[config.mk]
export PLATFORM = sky130hd
export DESIGN_NAME = counter_seq
export DESIGN_NICKNAME = d
export VERILOG_FILES = /design/src/rtl/counter_seq.sv
export SDC_FILE = /design/constraint.sdc
export NUM_CORES = 1
export LEC_CHECK = 0
export BUFFER_PORTS_ARGS = -buffer_cell sky130_fd_sc_hd__buf_2
export CAP_MARGIN = 40
export CORE_UTILIZATION = 40
export CTS_CLUSTER_DIAMETER = 150
export DETAILED_ROUTE_END_ITERATION = 8
export PLACE_DENSITY = 0.58
export SLEW_MARGIN = 20
export SYNTH_ARGS = -nofsm -noshare
export SYNTH_HDL_FRONTEND = slang
export SYNTH_SLANG_ARGS = --single-unit
[constraint.sdc]
create_clock -name clk -period 2.48 [get_ports clk]
set_input_delay 0 -clock clk [delete_from_list [all_inputs] [get_ports clk]]
set_output_delay 0 -clock clk [all_outputs]
set_load 0.05 [all_outputs]
[src/rtl/counter_seq.sv]
// Command sequencer driving an up/down counter.
// Two-entry command FIFO feeding an FSM with registered counter controls.
module counter_seq (
  input  logic       clk,
  input  logic       rst,
  input  logic       abort,
  input  logic       cmd_valid,
  output logic       cmd_ready,
  input  logic [1:0] cmd_op,
  input  logic [7:0] cmd_arg,
  output logic       load,
  output logic [7:0] load_data,
  output logic       enb,
  output logic       mode,
  output logic       busy,
  output logic       done
);

  typedef enum logic [2:0] {
    S_IDLE,
    S_LOAD,
    S_RUN,
    S_WAIT,
    S_DONE
  } state_e;

  localparam logic [1:0] OP_LOAD = 2'b00;
  localparam logic [1:0] OP_UP   = 2'b01;
  localparam logic [1:0] OP_DOWN = 2'b10;
  localparam logic [1:0] OP_HOLD = 2'b11;

  state_e     state_q;
  logic [7:0] cnt_q;

  logic [9:0] mem_q [2];
  logic       wr_ptr_q;
  logic       rd_ptr_q;
  logic [1:0] occ_q;
  logic [1:0] occ_d;

  logic       push;
  logic       pop;
  logic [1:0] head_op;
  logic [7:0] head_arg;

  assign cmd_ready = (occ_q < 2'd2);
  assign push      = cmd_valid && cmd_ready && !abort;
  assign pop       = (state_q == S_IDLE) && (occ_q != 2'd0);
  assign head_op   = mem_q[rd_ptr_q][9:8];
  assign head_arg  = mem_q[rd_ptr_q][7:0];
  assign busy      = (occ_q != 2'd0) || (state_q != S_IDLE);

  always_comb begin
    occ_d = occ_q;
    unique case ({push, pop})
      2'b10:   occ_d = occ_q + 2'd1;
      2'b01:   occ_d = occ_q - 2'd1;
      default: occ_d = occ_q;
    endcase
  end

  always_ff @(posedge clk) begin
    if (rst || abort) begin
      wr_ptr_q <= 1'b0;
      rd_ptr_q <= 1'b0;
      occ_q    <= 2'd0;
    end else begin
      if (push) wr_ptr_q <= ~wr_ptr_q;
      if (pop)  rd_ptr_q <= ~rd_ptr_q;
      occ_q <= occ_d;
    end
  end

  // Storage needs no reset: occupancy alone decides what is valid.
  always_ff @(posedge clk) begin
    if (push) mem_q[wr_ptr_q] <= {cmd_op, cmd_arg};
  end

  always_ff @(posedge clk) begin
    if (rst || abort) begin
      state_q   <= S_IDLE;
      cnt_q     <= 8'd0;
      load      <= 1'b0;
      load_data <= 8'h00;
      enb       <= 1'b0;
      mode      <= 1'b0;
      done      <= 1'b0;
    end else begin
      load      <= 1'b0;
      load_data <= 8'h00;
      enb       <= 1'b0;
      mode      <= 1'b0;
      done      <= 1'b0;
      unique case (state_q)
        S_IDLE: begin
          if (pop) begin
            unique case (head_op)
              OP_LOAD: begin
                state_q   <= S_LOAD;
                load      <= 1'b1;
                enb       <= 1'b1;
                load_data <= head_arg;
              end
              OP_UP, OP_DOWN: begin
                if (head_arg == 8'd0) begin
                  state_q <= S_DONE;
                  done    <= 1'b1;
                end else begin
                  state_q <= S_RUN;
                  cnt_q   <= head_arg - 8'd1;
                  enb     <= 1'b1;
                  mode    <= (head_op == OP_UP);
                end
              end
              OP_HOLD: begin
                if (head_arg == 8'd0) begin
                  state_q <= S_DONE;
                  done    <= 1'b1;
                end else begin
                  state_q <= S_WAIT;
                  cnt_q   <= head_arg - 8'd1;
                end
              end
              default: state_q <= S_IDLE;
            endcase
          end
        end
        S_LOAD: begin
          state_q <= S_DONE;
          done    <= 1'b1;
        end
        // cnt_q holds the cycles left after the current one.
        S_RUN: begin
          if (cnt_q == 8'd0) begin
            state_q <= S_DONE;
            done    <= 1'b1;
          end else begin
            cnt_q <= cnt_q - 8'd1;
            enb   <= 1'b1;
            mode  <= mode;
          end
        end
        S_WAIT: begin
          if (cnt_q == 8'd0) begin
            state_q <= S_DONE;
            done    <= 1'b1;
          end else begin
            cnt_q <= cnt_q - 8'd1;
          end
        end
        S_DONE: state_q <= S_IDLE;
        default: state_q <= S_IDLE;
      endcase
    end
  end

endmodule

==> impl_metrics.json, run 1 <==
{
  "detail_route.wirelength_microns": 3962,
  "pin_count": 28,
  "required_arrival_time_at_the_worst_endpoint_ns": 2.67,
  "netlist_instances": 189,
  "chip_height_microns": 75.54,
  "worst-setup-path-type": "reg2reg",
  "finalInstanceArea_sq_um": 2579,
  "dr_total_vias": 1492,
  "switching_share_pct": 23.32,
  "totalNegativeSetupSlack_ns": 0,
  "cts-htree-levels": 2,
  "cellLeakagePower_uw": 0.0009829,
  "max-clock-path-buffers": 2,
  "timing.final.crit_share_pct": 82.50,
  "number_of_antenna_violations_at_the_first_check_in_global_routing": 0,
  "total_switching_power_uw": 370.3,
  "final_std_cells_w_o_fill": 303,
  "vdd_drop_max_mv": 0.3024,
  "areaGrowthSynthToFinish_pct": 19.20,
  "synth.ff_latch_count": 48,
  "postSynthAreaPerCell_sq_um": 11.45,
  "report.final.setup_viol": 0,
  "post_synth_num_cell_types": 48,
  "dieWidth_microns": 75.54,
  "final_antenna_net_count": 0,
  "drc": 0,
  "yosys_warnings": 0,
  "timing.final.hold_violations": 0,
  "synth_enable_flop_cells": 20,
  "netlist_area_sq_um": 2163,
  "maximum_fanout_count_along_the_critical_path": 3,
  "synth_seq_area_share_pct": 53.67,
  "clock_tree.root_cell": "clkbuf_8",
  "run_status": "complete, no violations",
  "rsz0062_at_grt": "false",
  "hold_class": "in2reg",
  "grt_usage_pct": 16.05,
  "postSynth.asyncResetShare_pct": 0,
  "power.combinational.fraction_pct": 11.2,
  "rows": 26,
  "clkLatencyLatePin_ns": 0.30,
  "critPathCaptureType": "register",
  "post_drt_wl_per_cell_microns": 13.08,
  "sequentialPowerShare_pct": 53.7,
  "viasPerCell": 4.924,
  "synth_nets": 209,
  "port_buffers": 27,
  "pin_count_of_the_biggest_net_entering_global_routing": 16,
  "slew_violations": 0,
  "power_report.internal_total_uw": 1218,
  "report.power.total_uw": 1588,
  "grt_pass1_vias": 1447,
  "tritoncts": "yes",
  "fmaxAchievable_mhz": 488.8,
  "finalWorstPathRequiredPeriod_ns": 2.046,
  "power_density_nw_per_um2": 615.8,
  "dominantRegCellSynth": "dfxtp_1",
  "globalRouteOverflowTotal": 0,
  "num_antenna_cells": 0,
  "dieArea_sq_um": 5706,
  "arrival_ns": 2.24,
  "core_area_sq_um": 5172,
  "p_clk_share_pct": 35.1,
  "drt-pass1-iter-count": 4,
  "clock-sinks": 48,
  "gp_routability_congestion": 0.7645,
  "postcts_setup_bufs": 0,
  "numPlacedInstances": 285,
  "design.final.nets": 252,
  "post-dp-hpwl_microns": 2918,
  "clock-skew-final_ns": 0.006853,
  "timing.max_cap.violations": 0,
  "proportion_of_layout_cells_with_a_drive_suffix_above_1_pct": 23.61,
  "num_cts_buffers": 5,
  "max_slew.worst_pin.slew_ns": 0.4779,
  "postPlaceCellArea_sq_um": 2367,
  "critPathLaunchType": "register",
  "detailedRoute.firstIterationViolations": 75,
  "initial_utilization_pct": 41.82,
  "first_pass_grt_wire_length_microns": 6596,
  "cts.reportedPaths.clkPinSlew_ns": 0.09,
  "slew-limit-headroom_pct": 68.14
}
-- logic make-up after synthesis --
family,Yosys count,synth area share (%)
buffers and inverters,15,4.338
muxes,15,8.617
DFF,48,53.67
and+or+nand+nor,70,18.68
xor gates and xnor gates,7,2.834
adders and majority gates,6,3.470
AOI/OAI and AO/OA,28,8.387
-- state kept, by name, indices dropped and copies added, names as in the netlist, named ones only --
register,flops
done,1
load_data,8
mem_q,20
occ_q,2
state_q,3
rd_ptr_q,1
load,1
enb,1
cnt_q,8
wr_ptr_q,1
mode,1
-- per-stage QoR --
stage	hold WS (ns)	utilization, %	setup WS, ns
3_3_place_gp	0.1870	45.77	0.4644
6_report	0.06697	49.85	0.4341
2_1_floorplan	0.09887	-	0.5034
3_5_place_dp	0.1910	45.77	0.4327
5_1_grt	0.08539	49.85	0.2797
4_1_cts	0.06461	49.85	0.4251
-- critical path, cell delays in order (launching register included) --
cell      delay, ns
dfxtp_1        0.39
mux2_4         0.32
mux2i_2        0.22
ha_1           0.21
nor4bb_1       0.21
a31oi_1        0.10
nor4_1         0.24
xor2_1         0.17
a21oi_1        0.08
-- routing by layer --
metal / global-route usage, % / wire length, microns / vias to the layer above
li1: - / - / 770
met5: 0 / 0 / -
met2: 26.19 / 1808 / 23
met1: 20.88 / 1970 / 693
met3: 3.968 / 131 / 6
met4: 5.556 / 52 / 0
-- repair_timing --
action | in CTS | in global routing
hold buffers | 10 | 0
endpoints found under the hold margin | 20 | 0
gates resized for setup | 0 | 0
-- cells in the final DEF (no fill, tap or decap), types with 4 or more instances in the layout --
cell and n:
dlygate4sd3_1 10, dfxtp_1 28, a21oi_1 9, buf_4 6, inv_1 8, nand2_1 8, nor4_1 8, mux2i_1 9
nor2_1 21, clkbuf_8 5, o21ai_0 7, edfxtp_1 20, buf_2 27, ha_1 6, xnor2_1 4
-- final timing paths --
| path | start | end | slack, ns | depth (start not counted) |
|---|---|---|---|---|
| worst max-delay path | register | cnt_q[6] | 0.43 | 8 |
| worst min-delay path | rst | cnt_q[5] | 0.07 | 4 |
| worst max register to register | register | cnt_q[6] | 0.43 | 8 |
| worst min register to register | cnt_q[7] | cnt_q[7] | 0.50 | 2 |
-- area by class of cell --
cell class,instances,area (sq um)
fill,478,2594
sequential,48,1161
multi-input combinational,126,908.4
timing repair buffer,43,280.3
tap,70,87.58
clock buffer,5,68.82
clock inverter,3,42.54
inverter,8,30.03
-- cells in the mapped netlist, types with 2 or more instances --
cell type	number	area share (%)
nor3_1	3	0.69
nor4_1	8	2.3
edfxtp_1	20	28
o21ai_0	7	1.6
nand2_1	8	1.4
inv_1	8	1.4
nand3b_1	3	1.0
xor2_1	3	1.2
buf_6	3	1.6
mux2i_1	9	4.2
ha_1	6	3.5
a211oi_1	2	0.69
nand3_1	2	0.46
nor2b_1	2	0.58
a21oi_1	9	2.1
nor3b_1	2	0.69
a31oi_1	3	0.87
xnor2_1	4	1.6
and2_1	2	0.58
dfxtp_1	28	26
clkbuf_1	2	0.35
and3_1	3	0.87
mux2i_4	2	2.1
or2_2	3	0.87
or3_1	2	0.58
mux2_2	2	1.0
nor2_1	21	3.6
nand3_2	2	0.93
-- power by group through the flow --
stage	sequential, uW	combinational (uW)	clock [uW]
2_1_floorplan	874	121	0
3_3_place_gp	871	165	0
3_5_place_dp	872	165	0
4_1_cts	853	178	571
5_1_grt	856	198	602
6_report	853	177	557
Note: power is estimated with default switching activity, not from simulation.
==> run 2: changes to the inputs <==
Clock period 2.48 ns to 1.97 ns, I/O delays scaled along.
==> run 2 against run 1 <==
The run now ends with negative setup slack left. Final cell count rose by 4.0%. Register-to-register slack worse by 0.46 ns. Flip-flop and latch count unchanged. Highest routed layer unchanged. Fmax is 2.5% higher. Hold slack gained 0.018 ns. Global-route usage grew 0.52 points.
==> impl_metrics.json, run 2 (synthesized netlist as in run 1, its figures left out) <==
{
  "run_status": "finished, violations left",
  "failing_checks": "negative setup slack",
  "num_cts_buffers": 5,
  "core_area_sq_um": 5172,
  "clock-sinks": 48,
  "initial_utilization_pct": 41.82,
  "switching_share_pct": 23.82,
  "crit-reg2reg-launch": "mem_q[0][0]",
  "pin_count_of_the_biggest_net_entering_global_routing": 17,
  "r2r-end": "cnt_q[4]",
  "worstRegToRegCells": 9,
  "setup_slack_ns": -0.02620,
  "timing.max_cap.violations": 0,
  "hold_slack_ns": 0.08478,
  "most_frequent_cells_in_the_layout": "27 x buf_2, 26 x dfxtp_1, 20 x nor2_1, 20 x edfxtp_1, 18 x buf_4",
  "vdd_drop_max_mv": 0.3686,
  "rows": 26,
  "r2r_setup_slack_ns": -0.03,
  "timing.final.crit_share_pct": 101.3,
  "rsz0062_at_grt": "true",
  "cellLeakagePower_uw": 0.001051,
  "areaGrowthSynthToFinish_pct": 26.20,
  "num-fill-cells": 458,
  "dr_total_vias": 1513,
  "finalWorstPathRequiredPeriod_ns": 1.996,
  "power_report.internal_total_uw": 1556,
  "detailedRoute.firstIterationViolations": 70,
  "whs_endpoint": "cnt_q[5]",
  "final_antenna_net_count": 0,
  "most_frequent_standard_cell_in_the_layout_excluding_fill_and_tap_cells": "buf_2",
  "design.final.nets": 264,
  "dieWidth_microns": 75.54,
  "port_buffers": 27,
  "max-clock-path-buffers": 2,
  "sequentialPowerShare_pct": 52.7,
  "grt_usage_pct": 16.57,
  "tritoncts": "yes",
  "maximum_fanout_count_along_the_critical_path": 2,
  "proportion_of_layout_cells_with_a_drive_suffix_above_1_pct": 31.84,
  "cts-htree-levels": 2,
  "clkLatencyLatePin_ns": 0.30,
  "worst-setup-path-type": "reg2reg",
  "globalRouteOverflowTotal": 0,
  "drc": 0,
  "critPathLaunchType": "register",
  "post-dp-hpwl_microns": 2972,
  "layout_top_registers": "mem_q x20, cnt_q x8, load_data x8",
  "clock_tree.root_cell": "clkbuf_8",
  "num_antenna_cells": 0,
  "arrival_ns": 2.22,
  "placement.setup.worst_slack_ns": -0.1008,
  "cts.reportedPaths.clkPinSlew_ns": 0.10,
  "slew-limit-headroom_pct": 65.34,
  "grt_pass1_vias": 1516,
  "slowest_delay_ns": 0.41,
  "report.final.setup_viol": 1,
  "largest-register": "mem_q",
  "timing.final.hold_violations": 0,
  "slew_violations": 0,
  "worstPathCellList": "mux2_4, mux2i_2, ha_2, nor4bb_4, a31oi_2, buf_4, nor2_4, xnor2_1, a211oi_1",
  "fmaxAchievable_mhz": 501.0,
  "gp_routability_congestion": 0.8221,
  "power.combinational.fraction_pct": 12.0,
  "final_std_cells_w_o_fill": 315,
  "numPlacedInstances": 293,
  "pin_count": 28,
  "chip_height_microns": 75.54,
  "clock-skew-final_ns": 0.01045,
  "hp-start": "rst",
  "p_clk_share_pct": 35.2,
  "timing.hold.worst_path_depth": 4,
  "first_pass_grt_wire_length_microns": 6893,
  "total_switching_power_uw": 486.4,
  "critPathCaptureType": "register",
  "hold_class": "in2reg",
  "max_slew.worst_pin.slew_ns": 0.5179,
  "required_arrival_time_at_the_worst_endpoint_ns": 2.19,
  "detail_route.wirelength_microns": 4189,
  "dieArea_sq_um": 5706,
  "largest_register_ff_count": 20,
  "crit_slowest_cell": "edfxtp_1",
  "totalNegativeSetupSlack_ns": -0.02620,
  "drt-pass1-iter-count": 4,
  "post_drt_wl_per_cell_microns": 13.30,
  "number_of_antenna_violations_at_the_first_check_in_global_routing": 0,
  "viasPerCell": 4.803,
  "power_density_nw_per_um2": 748.0
}
==> run 2: cell count changes in the layout (fill, tap and decap cells not counted), moves of 2 or more <==
cell and change:
dfxtp_1 -2, nor4_1 -2, nor4_2 +2, ha_1 -2, buf_4 +12, dfxtp_2 +2
ha_2 +2
==> run 2: per-layer routing <==
metal | vias up | part of all wire (%) | GRT usage [%]
li1 | 788 | - | -
met1 | 696 | 48 | 21.83
met2 | 23 | 47 | 26.59
met3 | 6 | 3.2 | 3.571
met4 | 0 | 1.5 | 6.790
met5 | - | 0 | 0
==> run 2: cell type report <==
type / count / area [sq um] / area share [%]
well taps: 70 / 87.58 / 3.208
multi-input cells: 126 / 962.2 / 35.24
clock buffers: 5 / 68.82 / 2.521
inverters: 8 / 30.03 / 1.100
clock inverters: 3 / 47.55 / 1.742
repair buffers: 55 / 370.4 / 13.57
flip-flops and latches: 48 / 1164 / 42.62
==> run 2: per-stage QoR <==
step	power (uW)	util [%]	area, sq um
2_1_floorplan	1252	-	2163
5_1_grt	2133	52.78	2730
3_5_place_dp	1314	46.93	2427
3_3_place_gp	1313	46.93	2427
6_report	2042	52.78	2730
4_1_cts	2055	51.55	2666
==> run 2: worst max-delay path, delay by kind of cell, from the launching register on <==
family                   cells  cell delay (ns)
XOR/XNOR                     1             0.06
multiplexers                 2             0.47
AND/OR/NAND/NOR              2             0.30
flip-flops                   1             0.41
buffers and inverters        1             0.16
adder cells (fa/ha/maj)      1             0.21
AO/OA/AOI/OAI                2             0.31
==> run 2: repair_timing <==
item / 4_1_cts / 5_1_grt
hold buffers: 10 / 0
hold endpoints to repair: 20 / 0
endpoints found under the setup margin: 3 / 10
pin swaps: 5 / 3
gates resized for setup: 5 / 8
setup buffers: 1 / 3
==> run 2: worst max-delay path by stage <==
stage                            from        to  slack, ns  cells past startpoint
after detailed placement     register  cnt_q[6]      -0.10                      8
after CTS                 mem_q[0][0]  cnt_q[6]      -0.10                      8
after global placement       register  cnt_q[6]     -0.005                      8
final                     mem_q[0][0]  cnt_q[4]      -0.03                      9
after global routing      mem_q[0][0]  cnt_q[4]      -0.17                      9
after floorplan              register  cnt_q[6]     -0.007                      9
==> run 2: power groups by stage <==
stage	registers (uW)	logic [uW]	clock network [uW]
after global placement	1100	215	0
final	1080	246	720
after CTS	1080	237	743
after detailed placement	1100	216	0
after global routing	1080	272	782
after floorplan	1100	152	0
